--- src/rtl/frame_stats_pkg.sv ---
// Shared types and widths for the per-frame focus-statistics producer.
// Package only: no latency, no backpressure.
package frame_stats_pkg;

  localparam int PIX_W   = 8;
  localparam int SIGMA_W = 9;

  typedef enum logic [1:0] {
    ST_IDLE,
    ST_ACCUM,
    ST_FINISH,
    ST_PUBLISH
  } state_t;

  // Worst-case sum of 2^log2_pix pixel-sized terms.
  function automatic int acc_width(input int log2_pix);
    return PIX_W + log2_pix;
  endfunction

endpackage

--- src/rtl/frame_stats_absdiff.sv ---
// Registered absolute difference |a-b| of two pixels, with a qualifier.
// Latency 1 cycle; no backpressure (accepts every cycle).
module frame_stats_absdiff
  import frame_stats_pkg::*;
(
  input  logic             clock,
  input  logic             reset_n,
  input  logic             in_vld,
  input  logic [PIX_W-1:0] a,
  input  logic [PIX_W-1:0] b,
  output logic             out_vld,
  output logic [PIX_W-1:0] out_dat
);

  logic             vld_d, vld_q;
  logic [PIX_W-1:0] diff_d, diff_q;

  always_comb begin
    vld_d  = in_vld;
    diff_d = (a >= b) ? (a - b) : (b - a);
  end

  always_ff @(posedge clock or negedge reset_n) begin
    if (!reset_n) begin
      vld_q  <= 1'b0;
      diff_q <= '0;
    end else begin
      vld_q  <= vld_d;
      diff_q <= diff_d;
    end
  end

  assign out_vld = vld_q;
  assign out_dat = diff_q;

endmodule

--- src/rtl/frame_stats_tx.sv ---
// Per-frame mean intensity and gradient sharpness over the first 2^LOG2_PIX pixels.
// Latency: hz two edges after the eof beat; no backpressure (pixel stream is never stalled).
module frame_stats_tx
  import frame_stats_pkg::*;
#(
  parameter int LOG2_PIX = 16
) (
  input  logic               clock,
  input  logic               reset_n,
  input  logic               pix_valid,
  input  logic [PIX_W-1:0]   pix_data,
  input  logic               pix_sof,
  input  logic               pix_sol,
  input  logic               pix_eof,
  output logic               hz,
  output logic [SIGMA_W-1:0] Sigma,
  output logic [PIX_W-1:0]   Imean,
  output logic               frame_short
);

  localparam int ACC_W = acc_width(LOG2_PIX);
  localparam int CNT_W = LOG2_PIX + 1;
  localparam logic [CNT_W-1:0] FULL = {1'b1, {LOG2_PIX{1'b0}}};

  state_t               state_d, state_q;
  logic [ACC_W-1:0]     int_sum_d, int_sum_q;
  logic [ACC_W-1:0]     grad_sum_d, grad_sum_q;
  logic [ACC_W-1:0]     grad_total;
  logic [CNT_W-1:0]     count_d, count_q;
  logic [PIX_W-1:0]     prev_d, prev_q;
  logic [SIGMA_W-1:0]   sigma_d, sigma_q;
  logic [PIX_W-1:0]     imean_d, imean_q;
  logic                 hz_d, hz_q;
  logic                 short_d, short_q;
  logic                 diff_in_vld, diff_vld;
  logic [PIX_W-1:0]     diff_dat;

  frame_stats_absdiff u_absdiff (
    .clock   (clock),
    .reset_n (reset_n),
    .in_vld  (diff_in_vld),
    .a       (pix_data),
    .b       (prev_q),
    .out_vld (diff_vld),
    .out_dat (diff_dat)
  );

  always_comb begin
    state_d     = state_q;
    int_sum_d   = int_sum_q;
    count_d     = count_q;
    prev_d      = prev_q;
    sigma_d     = sigma_q;
    imean_d     = imean_q;
    hz_d        = 1'b0;
    short_d     = short_q;
    diff_in_vld = 1'b0;
    // The gradient lags one cycle behind the beat; it drains here every cycle.
    grad_total  = diff_vld ? (grad_sum_q + {{LOG2_PIX{1'b0}}, diff_dat}) : grad_sum_q;
    grad_sum_d  = grad_total;

    case (state_q)
      ST_IDLE, ST_ACCUM: begin
        if (pix_valid) begin
          if (pix_sof) begin
            // sof is also sol, so any in-flight gradient belongs to the old frame.
            int_sum_d  = {{LOG2_PIX{1'b0}}, pix_data};
            grad_sum_d = '0;
            count_d    = {{(CNT_W-1){1'b0}}, 1'b1};
            prev_d     = pix_data;
            state_d    = ST_ACCUM;
          end else if (state_q == ST_ACCUM && count_q < FULL) begin
            int_sum_d   = int_sum_q + {{LOG2_PIX{1'b0}}, pix_data};
            count_d     = count_q + {{(CNT_W-1){1'b0}}, 1'b1};
            diff_in_vld = !pix_sol;
            prev_d      = pix_data;
          end
          if (pix_eof && (pix_sof || state_q == ST_ACCUM)) begin
            if (count_d < FULL) begin
              short_d = 1'b1;
              state_d = ST_IDLE;
            end else begin
              state_d = ST_FINISH;
            end
          end
        end
      end
      ST_FINISH: begin
        imean_d = int_sum_q[ACC_W-1:LOG2_PIX];
        sigma_d = grad_total[ACC_W-1:LOG2_PIX-1];
        hz_d    = 1'b1;
        short_d = 1'b0;
        state_d = ST_PUBLISH;
      end
      ST_PUBLISH: state_d = ST_IDLE;
      default:    state_d = ST_IDLE;
    endcase
  end

  always_ff @(posedge clock or negedge reset_n) begin
    if (!reset_n) begin
      state_q    <= ST_IDLE;
      int_sum_q  <= '0;
      grad_sum_q <= '0;
      count_q    <= '0;
      prev_q     <= '0;
      sigma_q    <= '0;
      imean_q    <= '0;
      hz_q       <= 1'b0;
      short_q    <= 1'b0;
    end else begin
      state_q    <= state_d;
      int_sum_q  <= int_sum_d;
      grad_sum_q <= grad_sum_d;
      count_q    <= count_d;
      prev_q     <= prev_d;
      sigma_q    <= sigma_d;
      imean_q    <= imean_d;
      hz_q       <= hz_d;
      short_q    <= short_d;
    end
  end

  assign hz          = hz_q;
  assign Sigma       = sigma_q;
  assign Imean       = imean_q;
  assign frame_short = short_q;

endmodule

--- config.mk ---
export PLATFORM = sky130hd
export DESIGN_NAME = frame_stats_tx
export DESIGN_NICKNAME = d
export VERILOG_FILES = /design/src/rtl/frame_stats_pkg.sv /design/src/rtl/frame_stats_absdiff.sv /design/src/rtl/frame_stats_tx.sv
export SDC_FILE = /design/constraint.sdc
export NUM_CORES = 1
export LEC_CHECK = 0
export CORE_MARGIN = 8
export CORE_UTILIZATION = 25
export CTS_BUF_LIST = sky130_fd_sc_hd__clkbuf_16
export CTS_CLUSTER_SIZE = 16
export DETAILED_ROUTE_END_ITERATION = 7
export PLACE_DENSITY_LB_ADDON = 0.3
export SYNTH_ARGS = -nofsm -noshare
export SYNTH_HDL_FRONTEND = slang
export SYNTH_HIERARCHICAL = 1
export SYNTH_SLANG_ARGS = --single-unit
--- constraint.sdc ---
create_clock -name clock -period 6.25 [get_ports clock]
set_input_delay 1.25 -clock clock [delete_from_list [all_inputs] [get_ports clock]]
set_output_delay 1.25 -clock clock [all_outputs]
set_load 0.03 [all_outputs]
## After elaboration in Yosys (flattened, before gate mapping)

Index checks and enable logic that the tools add are counted.
W data, S select, Z words.

| word-level totals | value |
|---|---|
| logic and storage cells | 65 |
| register bits after elaboration | 103 |
| output and inout port bits | 19 |

| cells by class | value |
|---|---|
| eq/ne operators | 7 |
| reductions and logical operators | 12 |
| order comparisons | 3 |
| add/sub/neg operators | 5 |
| multiplexer cells | 27 |

Operators by type and width:

| cell | count |
|---|---|
| $mux W24 | 6 |
| $mux W17 | 4 |
| $add A24 B8 Y24 | 2 |
| $lt A17 B17 Y1 const B | 2 |
| $mux W8 | 3 |
| $add A17 B1 Y17 const B | 1 |
| $sub A8 B8 Y8 | 2 |
| $ge A8 B8 Y1 | 1 |
| $mux W1 | 8 |
| $mux W2 | 4 |
| $ne A2 B2 Y1 const B | 3 |
| $pmux W2 S3 | 1 |
| $eq A2 B2 Y1 const B | 2 |
| $reduce_and A2 Y1 | 2 |
| $reduce_and A4 Y1 | 1 |
| $reduce_bool A2 Y1 | 2 |
| $ne A3 B3 Y1 const B | 1 |
| $reduce_and A3 Y1 | 1 |
| $eq A2 B1 Y1 const B | 1 |
| $logic_and A1 B1 Y1 | 2 |
| $logic_not A2 Y1 | 1 |
| $pmux W1 S2 | 1 |
| $reduce_or A2 Y1 | 1 |
| $logic_not A1 Y1 | 1 |
| $logic_or A1 B1 Y1 | 1 |

## Longest topological paths before layout

Gate-level depths: netlist of the first run.

| depth | value |
|---|---|
| depth after elaboration | 11 |
| mapped depth | 8 |
| gate-level depth less buffers | 8 |

## Hierarchy

Netlist of the first run, hierarchy kept.

Modules (own cells, without submodules):

| module | cells each | sequential area each (µm²) | area each (µm²) | instances |
|---|---|---|---|---|
| frame_stats_tx | 520 | 2,352.3 | 4,941.0 | 1 |
| frame_stats_absdiff | 94 | 225.2 | 889.6 | 1 |

## Least setup slack after synthesis of the first run

Ideal clock, no wire load.

| timing | value |
|---|---|
| path type | input to register |
| start | in pix_data[0] |
| end | reg int_sum_q[12] |
| stages | 8 |
| slack | 3,236 ps |
| library setup time | 132 ps |
| arrival | 2,883 ps |
| data required time | 6,118 ps |
| path buffers | 0 |
| cell sequence | ha_1 > fa_1 > a21o_1 > a221oi_2 > o21ai_0 > nand3_1 > xor2_1 > nor2_1 |

| on the way | value |
|---|---|
| word-level cells in the longest chain between the ends | 3 |

Ends and longest elaborated chain:

| what | RTL line | RTL |
|---|---|---|
| start: declaration | frame_stats_tx.sv:11 | `input logic [PIX_W-1:0] pix_data,` |
| $add A24 B8 Y24 | frame_stats_tx.sv:73 | `int_sum_d = int_sum_q + {{LOG2_PIX{1'b0}}, pix_data};` |
| $mux W24 | frame_stats_tx.sv:72 | `end else if (state_q == ST_ACCUM && count_q < FULL) begin` |
| $mux W24 | frame_stats_tx.sv:65 | `if (pix_sof) begin` |
| end signal: assignment | frame_stats_tx.sv:113 | `int_sum_q <= int_sum_d;` |
| end: declaration | frame_stats_tx.sv:26 | `logic [ACC_W-1:0] int_sum_d, int_sum_q;` |

No other way between the ends. The select of a mux whose other input is x is not followed.
A chain may end at the register's enable or synchronous reset.

## Final worst setup path of the first run

| timing | value |
|---|---|
| start | in pix_sof |
| end | reg int_sum_q[19] |

| on the way | value |
|---|---|
| word-level cells in the longest chain between the ends | 2 |
| elaborated cells between the ends (all ways) | 3 |
| those cells by class | mux: 1; reduce/logical: 2 |

Ends and longest elaborated chain:

| what | RTL line | RTL |
|---|---|---|
| start: declaration | frame_stats_tx.sv:12 | `input logic pix_sof,` |
| $reduce_bool A2 Y1 (no line) | - |  |
| $reduce_and A3 Y1 (no line) | - |  |

Several ways; a longest one is shown, not always the timed one.

==> reports/qor.yml, run 1 <==
final_common_cell: "dfrtp_1"
cap_violations: 0
fin_skew_ns: 0.01293
power_frac_comb_pct: 33.3
antenna_cells: 0
wl_met3_um: 329
cp.required_ns: 6.47
crit_arrival_ns: 3.66
synth.avg_cell_area_um2: 9.496
netlist_area_um2: 5831
final_cell_mix: "103 x dfrtp_1, 75 x nand2_1, 66 x nor2_1"
power_density_nw_per_um2: 302.3
final_nets: 693
clk_pin_slew_ns: 0.07
wl_per_cell_um: 13.19
syn_nets: 664
worstMarginPinSlew_ns: 0.8233
grt_antenna_before_repair: 0
ys_seq_elements: 103
synthCells: 614
cts_resized: 0
worstHoldPathCells: 2
wl_um: 12750
seqCellArea_um2: 2577
seqPwrFrac_pct: 40.0
grt_max_degree: 64
p_sw_uw: 728.4
crit_path_max_fanout: 20
hold_path_class: "flip-flop to flip-flop"
synth.distinct_cells: 54
cts_buffers: 9
holdWs_ns: 0.4813
end_kind: "flip-flop"
drv_slew: 0
top_layer: "met4"
layout-drive-gt1-share_pct: 6.944
fillCellCount: 2456
hold_buffers: 0
die-area_um2: 28460
met2_length_um: 6199
post-cts-setup-buffers: 0
gp_congestion: 0.7870
cts_tree: "yes"
period_share_pct: 55.01
clk_path_buf_depth: 2
numPortBuffers: 32
synth_seq_area_share_pct: 44.21
start_kind: "input pin"
worst_r2r_startpoint: "grad_sum_q[0]$_DFF_PN0_"
ff2ff_setup_slack_ns: 3.63
multiInputGateArea_um2: 3078
yosys_warnings: 6
r2r_end: "Sigma[5]$_DFFE_PN0P_"
drtIter0Drc: 239
setup-tns-final_ns: 0
hold_end: "prev_q[7]$_DFFE_PN0P_"
p_int_uw: 1326
ant_nets: 0
start_util_pct: 25.14
drc: 0
ys.flop_type: "dfrtp_1"
max_freq_ghz: 0.2909
grt_pass1_vias: 4339
setup_viol: 0
die_w_um: 168.7
relSlewSlack_pct: 45.12
track_usage_pct: 9.388
grt_first_pass_wirelength_um: 21980
switching_share_pct: 35.46
clk_latency_ns: 0.35
syn2layout_area_growth_pct: 16.55
via_count: 4353
htreeDepth: 3
vias_per_cell: 4.502
worstHoldStart: "prev_q[7]$_DFFE_PN0P_"
hold_viol: 0
rows: 56
ir_worst_vdd_uv: 125.0
status: "complete, no violations"
finalCriticalPeriod_ns: 3.438
die_h_um: 168.7
dr.pass1.iters: 4
p_clk_share_pct: 26.7
criticalPathCategory: "input pin to flip-flop"
numClockSinks: 103
post-dp-hpwl_um: 9067
coreArea_um2: 23190
postSynth.asyncResetShare_pct: 100.0
p_leak_uw: 0.003026
ios: 33
synth_edf_count: 0
root_buffer: "clkbuf_16"
rsz0062_at_grt: "no"
grt-ovfl-total: 0
reg2reg_depth: 8
met1_length_um: 6122
cells by family after synthesis:
family | synth area share [%]
AOI/OAI and AO/OA | 16.59
adders and majority gates | 8.240
and+or+nand+nor | 17.02
DFF | 44.21
buffers and inverters | 3.047
muxes | 4.442
xor gates and xnor gates | 6.459
state kept, by name (all words and copies together), names as in the netlist:
signal             count
grad_sum_q            24
u_absdiff/out_dat      8
u_absdiff/out_vld      1
int_sum_q             24
Imean                  8
frame_short            1
hz                     1
prev_q                 8
count_q               17
state_q                2
Sigma                  9
cell type report:
class | count | share of cell area [%]
Tap cell | 319 | 5.874
Timing Repair Buffer | 38 | 5.340
Inverter | 23 | 1.270
Clock inverter | 7 | 0.9759
Clock buffer | 9 | 3.314
Sequential cell | 103 | 37.93
Multi-Input combinational cell | 468 | 45.30
power groups by stage:
| stage | sequential, µW | clock, µW | combinational [µW] |
|---|---|---|---|
| finish | 822 | 548 | 684 |
| global route | 835 | 596 | 771 |
| CTS | 825 | 575 | 689 |
| detailed placement | 838 | 0 | 685 |
| global placement | 836 | 0 | 679 |
| floorplan | 840 | 0 | 511 |
metrics by stage:
stage	utilization, %	setup WS (ns)	instance area, µm²	total power (µW)	instances
2_1_floorplan	-	3.236	5831	1351	614
3_3_place_gp	28.04	2.373	6504	1515	951
3_5_place_dp	28.04	2.424	6504	1522	951
4_1_cts	29.30	2.807	6795	2088	967
5_1_grt	29.30	2.550	6795	2203	967
6_report	29.30	2.812	6795	2054	967
cells in the mapped netlist (9+ instances only):
cell	instances	area [µm²]
a21o_1	12	90.09
a21oi_1	31	155.2
a31oi_1	13	81.33
and3_1	12	75.07
clkbuf_1	14	52.55
dfrtp_1	103	2577
ha_1	32	400.4
inv_1	23	86.33
mux2i_1	18	180.2
nand2_1	75	281.5
nand3_1	17	85.08
nand4_1	9	56.30
nor2_1	67	251.5
nor3_1	10	50.05
o21ai_0	49	245.2
xnor2_1	26	227.7
xor2_1	17	148.9
how the worst max path moves through the flow:
| stage | to | cells after the start | slack (ns) | start |
|---|---|---|---|---|
| after floorplan | int_sum_q[12]$_DFFE_PN0P_ | 8 | 3.24 | pix_data[0] |
| after detailed placement | int_sum_q[19]$_DFFE_PN0P_ | 8 | 2.42 | pix_sof |
| after global routing | int_sum_q[22]$_DFFE_PN0P_ | 8 | 2.55 | pix_sof |
| after global placement | int_sum_q[19]$_DFFE_PN0P_ | 8 | 2.37 | pix_sof |
| final | int_sum_q[19]$_DFFE_PN0P_ | 8 | 2.81 | pix_sof |
| after CTS | int_sum_q[22]$_DFFE_PN0P_ | 8 | 2.81 | pix_sof |
per-layer routing:
layer | track usage [%] | vias to the layer above
met5 | 0 | -
met4 | 2.096 | 0
met3 | 2.446 | 6
met2 | 15.57 | 43
met1 | 12.06 | 2106
li1 | - | 2198
worst max-delay path, stage by stage:
cell	delay [ns]
clkdlybuf4s50_1	0.96
inv_1	0.26
a21oi_2	0.18
buf_4	0.26
nand2_1	0.22
a2111oi_2	0.29
xnor2_1	0.17
nor2_1	0.05
(Power assumes the default switching activity.)
==> run 2, diff against run 1 <==
==> constraint.sdc (replaced) <==
create_clock -name clock -period 3.3 [get_ports clock]
set_input_delay 0.66 -clock clock [delete_from_list [all_inputs] [get_ports clock]]
set_output_delay 0.66 -clock clock [all_outputs]
set_load 0.03 [all_outputs]
==> reports/qor.yml, run 2 (synthesis gave the netlist of run 1 again) <==
fin_skew_ns: 0.01000  # -0.002924 ns
dr.pass1.iters: 4  # unchanged
cap_violations: 0  # unchanged
cp.required_ns: 3.54  # -2.93 ns
grt_first_pass_wirelength_um: 21720  # -1.2%
die-area_um2: 28460  # unchanged
hold_viol: 0  # unchanged
via_count: 4336  # -0.39%
period_share_pct: 80.36
final_nets: 702  # +1.3%
path_delay_family: "compound AO/OA/AOI/OAI gates"
finalCriticalPeriod_ns: 2.652
rsz0062_at_grt: "no"
layout-drive-gt1-share_pct: 8.371  # +1.4 points
vias_per_cell: 4.443  # -1.3%
worstMarginPinSlew_ns: 0.9341  # +0.1108 ns
syn2layout_area_growth_pct: 18.11
setup-tns-final_ns: 0  # unchanged
grt_antenna_before_repair: 0  # unchanged
top_regs: "grad_sum_q (24), int_sum_q (24), count_q (17)"
drv_slew: 0  # unchanged
relSlewSlack_pct: 37.73  # -7.4 points
setup_viol: 0  # unchanged
dp_slack_ns: 0.2586  # -2.166 ns
drtIter0Drc: 275  # +15%
htreeDepth: 3  # unchanged
clk_path_buf_depth: 2  # unchanged
final_common_cell: "dfrtp_1"
criticalPathCategory: "input pin to flip-flop"
drc: 0  # unchanged
clk_latency_ns: 0.36  # about the same
worst-path-buf-inv: 1  # -2
final_cell_mix: "103 x dfrtp_1, 75 x nand2_1, 66 x nor2_1"
coreArea_um2: 23190  # unchanged
rows: 56  # unchanged
cts_buffers: 9  # unchanged
power_density_nw_per_um2: 574.0  # +90%
wl_per_cell_um: 12.97  # -1.6%
holdWs_ns: 0.3381  # -0.1431 ns
ir_worst_vdd_uv: 226.4  # +81%
grt-ovfl-total: 0  # unchanged
layout_setup_ws_ns: 0.6482  # -2.164 ns
root_buffer: "clkbuf_16"
post-dp-hpwl_um: 9155  # +0.97%
cp_slowest_stage_delay_ns: 0.44  # -0.52 ns
wl_um: 12660  # -0.70%
grt_max_degree: 56  # -13%
crit_arrival_ns: 2.90  # -0.76 ns
numPortBuffers: 32  # unchanged
post-cts-setup-buffers: 0  # unchanged
status: "complete, no violations"
p_leak_uw: 0.003080  # +1.8%
gp_congestion: 0.7409  # -5.9%
track_usage_pct: 9.381  # about the same
hold_path_class: "input pin to asynchronous set/reset pin"
numClockSinks: 103  # unchanged
die_w_um: 168.7  # unchanged
path_cells: "clkdlybuf4s50_1, ha_1, a21o_2, a31o_2, o2111ai_4, nand2_1, nand4_1, mux2_2"
end_kind: "flip-flop"
dp.cells: 960  # +0.95%
start_util_pct: 25.14  # unchanged
layout.cells.non_filler: 976  # +0.93%
cts_resized: 0  # unchanged
cts_tree: "yes"
start_kind: "input pin"
hold_buffers: 0  # unchanged
max_freq_ghz: 0.3771
slowest_stage: "clkdlybuf4s50_1"
ios: 33  # unchanged
clk_pin_slew_ns: 0.08  # about the same
ant_nets: 0  # unchanged
antenna_cells: 0  # unchanged
grt_pass1_vias: 4250  # -2.1%
die_h_um: 168.7  # unchanged
crit_path_max_fanout: 8  # -60%
==> run 2: routing by layer <==
| layer | up-vias | wire, µm | GRT usage (%) |
|---|---|---|---|
| li1 | 2223 | - | - |
| met1 | 2054 | 6285 | 12.29 |
| met2 | 45 | 5733 | 14.68 |
| met3 | 14 | 495 | 2.865 |
| met4 | 0 | 148 | 2.679 |
| met5 | - | 0 | 0 |
==> run 2: where the power goes <==
group | internal, µW | switching [µW]
sequential | 1430 | 120
combinational | 571 | 753
clock | 537 | 538
total | 2540 | 1410
==> run 2: path summary, 6_finish.rpt <==
kind / startpoint / endpoint / slack (ns) / cells after the start
min in group clock: Sigma[7]$_DFFE_PN0P_ / Sigma[7]$_DFFE_PN0P_ / 0.48 / 2
max in group asynchronous: reset_n / int_sum_q[23]$_DFFE_PN0P_ / 2.07 / 2
hold reg to reg: Sigma[7]$_DFFE_PN0P_ / Sigma[7]$_DFFE_PN0P_ / 0.48 / 2
setup reg to reg: grad_sum_q[0]$_DFF_PN0_ / Sigma[7]$_DFFE_PN0P_ / 0.71 / 8
setup / recovery: pix_data[4] / int_sum_q[13]$_DFFE_PN0P_ / 0.65 / 8
hold / removal: reset_n / hz$_DFF_PN0_ / 0.34 / 1
==> run 2: worst reg2reg max path: stages (launching register included) <==
cell	delay (ns)
dfrtp_1	0.38
ha_1	0.22
fa_1	0.42
a211oi_1	0.27
o21ai_0	0.24
o211ai_1	0.45
nor2_1	0.12
xnor2_1	0.25
o21ai_0	0.12
==> run 2: cell type report <==
type                    instances  area (µm²)
clock buffers                   9       225.2
clock inverters                 7       77.57
fillers                      2449       16310
inverters                      23       86.33
multi-input cells             468        3078
flip-flops and latches        103        2577
well taps                     319       399.1
repair buffers                 47       442.9
==> run 2: metrics by stage <==
stage          utilization (%)  area [µm²]  power, µW
2_1_floorplan                -        5831       2558
3_3_place_gp             28.39        6584       2904
3_5_place_dp             28.39        6584       2911
4_1_cts                  29.69        6887       4015
5_1_grt                  29.69        6887       4242
6_report                 29.69        6887       3953
==> edit 1 (config.mk and constraints of run 2) <==
The 4 states of `state_t` get a Gray code encoding in 2 bits.
--- a/src/rtl/frame_stats_pkg.sv
+++ b/src/rtl/frame_stats_pkg.sv
@@ -7,8 +7,8 @@
 
   typedef enum logic [1:0] {
-    ST_IDLE,
-    ST_ACCUM,
-    ST_FINISH,
-    ST_PUBLISH
+    ST_IDLE    = 2'b00,
+    ST_ACCUM   = 2'b01,
+    ST_FINISH  = 2'b11,
+    ST_PUBLISH = 2'b10
   } state_t;
 
Formal check against the unedited RTL: no difference found for any inputs over 10 cycles, from zero or initial values and one cycle with reset_n low; not proved beyond that.
==> edit 1 against run 2 <==
Cell area about the same; area after synthesis increased by 0.73%; setup slack lost 0.13 ns; routed wire length grew 4.2%; cell count is 0.20% lower; first-iteration DRC count is 29% lower; critical path depth stayed put; global-route usage increased by 0.32 points; core utilization down 0.073 points; clock power shrank 5%; fmax down 4.7%; critical path type unchanged; sequential cell count unchanged; total power is 13% lower.
==> edit 1: results (changes against run 2) <==
cp-startpoint: "pix_data[3]"
pre_cts_slack_ns: 0.1481  # -0.1106 ns
crit_fanout: 7  # -1
worst_hold_slack_ns: 0.3177  # -0.02042 ns
vdd_ir_drop_max_uv: 211.8  # -6.5%
timing.rr.end: "Sigma[1]"
grt_use_met3: 0.02442  # -0.004227
place_inst: 959  # -0.10%
place_area_sq_mm: 0.006620  # +0.55%
h-tree-depth: 3  # unchanged
status: "completed"
multiInputGateArea_sq_mm: 0.003077  # about the same
grt_pass1_wl_microns: 22730  # +4.6%
vias: 4442  # +2.4%
synthCells: 617  # +0.49%
clock_skew_ns: 0.01332  # +0.003312 ns
r2r_slack_ns: 1.06  # +0.35 ns
min_path_type: "in -> async"
grt_max_degree: 44  # -21%
fin_nets: 701  # -0.14%
drive_above_1_share: 0.07786  # -0.005851
syn-num-nets: 667  # +0.45%
use_met2: 0.1567  # +0.009924
synth.distinct_cells: 58  # +7.4%
synth_commonest_cells: "dfrtp_1, nand2_1, o21ai_0"
gp_congestion: 0.7901  # +6.6%
leakage_nw: 2.978  # -3.3%
nFillCells: 2463  # +0.57%
drt_iter0_drc: 194  # -29%
wl_microns: 13200  # +4.2%
grt_antenna_before_repair: 1  # +1
gr-usage-met1: 0.1271  # +0.004218
endpoint: "u_absdiff/out_dat[6]"
==> edit 1: changes by cell type after synthesis, moves of 6 or more <==
cell / before / now
o31ai_1: 7 / 14
o2111ai_1: 0 / 6
a21oi_1: 31 / 41
xnor2_1: 26 / 19
inv_1: 23 / 29
nor2_1: 67 / 36
o21ai_1: 1 / 7
o21ai_0: 49 / 43
or4_1: 0 / 17
o21a_1: 6 / 12
nor3_1: 10 / 4
==> edit 1: power groups by stage <==
stage	Sequential, mW	Combinational (mW)	Clock, mW
finish	1.47	0.953	1.02
global route	1.49	1.08	1.11
CTS	1.47	0.969	1.07
detailed placement	1.50	0.964	0
global placement	1.50	0.956	0
floorplan	1.50	0.689	0
==> edit 1: layout make-up <==
cell class	instances	area share
clock buffer	9	0.03269
clock inverter	6	0.006537
inverter	29	0.01580
multi-input combinational	459	0.4465
sequential	103	0.3741
tap	319	0.05793
timing repair buffer	49	0.06646
==> edit 1: logic make-up (layout without fill, tap and decap cells) <==
kind of cell / Yosys count / after routing / share of synthesized area
buf+inv: 55 / 93 / 0.03792
compound gates: 175 / 175 / 0.1941
flops: 103 / 103 / 0.4389
mux: 23 / 23 / 0.04069
xor+xnor: 31 / 31 / 0.04623
simple gates: 194 / 194 / 0.1604
fa+ha+maj: 36 / 36 / 0.08181
==> edit 1: layer usage <==
layer	vias up	wire, microns	part of all wire
met5	-	11	0.00083
met1	2102	6388	0.48
met4	2	142	0.011
met3	14	448	0.034
met2	48	6207	0.47
li1	2276	-	-
==> edit 1: critical path, stage by stage <==
cell	delay (ns)
clkdlybuf4s50_1	0.58
inv_1	0.07
ha_1	0.40
a21oi_2	0.17
o211ai_1	0.15
a221oi_4	0.56
mux2i_1	0.28
xor2_1	0.18
==> edit 2 (settings of run 2) <==
Made on the original files. Add an input register stage for `pix_valid`, `pix_data`, `pix_sof`, `pix_sol` and `pix_eof`; this delays them by one clock.
--- a/src/rtl/frame_stats_tx.sv
+++ b/src/rtl/frame_stats_tx.sv
@@ -23,4 +23,18 @@
   localparam logic [CNT_W-1:0] FULL = {1'b1, {LOG2_PIX{1'b0}}};
 
+  logic pix_valid_q;
+  logic [PIX_W-1:0] pix_data_q;
+  logic pix_sof_q;
+  logic pix_sol_q;
+  logic pix_eof_q;
+
+  always_ff @(posedge clock) begin
+    pix_valid_q <= pix_valid;
+    pix_data_q  <= pix_data;
+    pix_sof_q   <= pix_sof;
+    pix_sol_q   <= pix_sol;
+    pix_eof_q   <= pix_eof;
+  end
+
   state_t               state_d, state_q;
   logic [ACC_W-1:0]     int_sum_d, int_sum_q;
@@ -40,5 +54,5 @@
     .reset_n (reset_n),
     .in_vld  (diff_in_vld),
-    .a       (pix_data),
+    .a       (pix_data_q),
     .b       (prev_q),
     .out_vld (diff_vld),
@@ -62,19 +76,19 @@
     case (state_q)
       ST_IDLE, ST_ACCUM: begin
-        if (pix_valid) begin
-          if (pix_sof) begin
+        if (pix_valid_q) begin
+          if (pix_sof_q) begin
             // sof is also sol, so any in-flight gradient belongs to the old frame.
-            int_sum_d  = {{LOG2_PIX{1'b0}}, pix_data};
+            int_sum_d  = {{LOG2_PIX{1'b0}}, pix_data_q};
             grad_sum_d = '0;
             count_d    = {{(CNT_W-1){1'b0}}, 1'b1};
-            prev_d     = pix_data;
+            prev_d     = pix_data_q;
             state_d    = ST_ACCUM;
           end else if (state_q == ST_ACCUM && count_q < FULL) begin
-            int_sum_d   = int_sum_q + {{LOG2_PIX{1'b0}}, pix_data};
+            int_sum_d   = int_sum_q + {{LOG2_PIX{1'b0}}, pix_data_q};
             count_d     = count_q + {{(CNT_W-1){1'b0}}, 1'b1};
-            diff_in_vld = !pix_sol;
-            prev_d      = pix_data;
+            diff_in_vld = !pix_sol_q;
+            prev_d      = pix_data_q;
           end
-          if (pix_eof && (pix_sof || state_q == ST_ACCUM)) begin
+          if (pix_eof_q && (pix_sof_q || state_q == ST_ACCUM)) begin
             if (count_d < FULL) begin
               short_d = 1'b1;
Formal check against the unedited RTL: not equivalent (Yosys sat finds a counterexample within 4 cycles, from zero or initial values and one cycle with reset_n low).
==> edit 2 against run 2 <==
Non-clock buffer count down 5; setup slack improved by 0.17 ns; sequential power grew 10%; cell area is 7.2% higher; total power up 22%; area after synthesis is 4.7% higher; routed wire length grew 5.4%; sequential cell count up 12; critical path type is now reg -> reg; critical endpoint is now Sigma[3]; largest power group is now clock; highest routed layer unchanged.
==> edit 2: results (changes against run 2) <==
swShare: 0.3079  # -0.04899
place_area_sq_mm: 0.006784  # +3.0%
vias: 4563  # +5.2%
comb_power_share: 0.257  # -0.078
via_per_inst: 4.536  # +2.1%
drt-met1-wl_microns: 6482  # +3.1%
syn-num-nets: 688  # +3.6%
leakage_nw: 3.319  # +7.8%
gr-usage-met1: 0.1169  # -0.006015
clkTransAtPathRegs_ns: 0.05  # -0.03 ns
pre_cts_slack_ns: 0.7905  # +0.5318 ns
synth.mux.area_fraction: 0.03914  # -0.005281
cp-startpoint: "grad_sum_q[0]"
avgSynthCellArea_sq_um: 9.570  # +0.78%
seq_area_frac_synth: 0.4615  # +0.01942
crit_slowest_cell: "fa_1"
gp_congestion: 0.7613  # +2.8%
nFillCells: 2478  # +1.2%
grt_max_degree: 61  # +8.9%
synth_commonest_cells: "dfrtp_1, nand2_1, o21ai_0"
synth_compound_area_frac: 0.1668  # +0.0009235
synthAdderAreaFrac: 0.07869  # -0.003715
grt_pass1_wl_microns: 22280  # +2.6%
synth_area_leaders: "dfrtp_1, ha_1, o21ai_0, nand2_1, dfxtp_1"
timing.rr.end: "Sigma[3]"
crit_fanout: 5  # -3
met2WireLength_microns: 6211  # +8.3%
worst_hold_slack_ns: 0.2471  # -0.09101 ns
place_inst: 975  # +1.6%
status: "completed"
slew_headroom: 0.2369  # -0.1404
grt.total_usage: 0.09502  # +0.001211
fin_nets: 720  # +2.6%
async_flop_share: 0.8957  # -0.1043
place_hpwl_microns: 9073  # -0.89%
seqCellArea_sq_mm: 0.002818  # +9.3%
worstPathArrival_ns: 2.74  # -0.16 ns
h-tree-depth: 4  # +1
clock_latency_ns: 0.43  # +0.07 ns
wl_met3_microns: 502  # +1.4%
cts_made_buffers: 17  # +8
routedWlPerCell_microns: 13.27  # +2.3%
synthXorXnorAreaFrac: 0.05307  # -0.01152
use_met2: 0.1527  # +0.005969
-- edit 2: cell types whose count changed in the layout (fill, tap and decap cells not counted), sizes merged, moves of 6 or more --
cell / delta
xnor2: -8
clkbuf: +8
nand2: +8
nand4: +7
nor2: -14
dfxtp: +12
o21ai: +16
nor3: -6
-- edit 2: area by class of cell --
| type | instances | share of cell area |
|---|---|---|
| clock buffer | 17 | 0.05763 |
| multi-input combinational | 474 | 0.4173 |
| tap | 324 | 0.05492 |
| inverter | 20 | 0.01017 |
| timing repair buffer | 42 | 0.05492 |
| clock inverter | 14 | 0.02339 |
| sequential | 115 | 0.3817 |
-- edit 2: worst max-delay path by stage --
stage / endpoint / slack (ns) / cells after the start
2_1_floorplan: Sigma[3] / 1.01 / 8
6_report: Sigma[3] / 0.82 / 8
3_5_place_dp: Sigma[3] / 0.79 / 8
5_1_grt: grad_sum_q[14] / 0.60 / 6
4_1_cts: Sigma[3] / 0.77 / 8
3_3_place_gp: Sigma[3] / 0.83 / 8
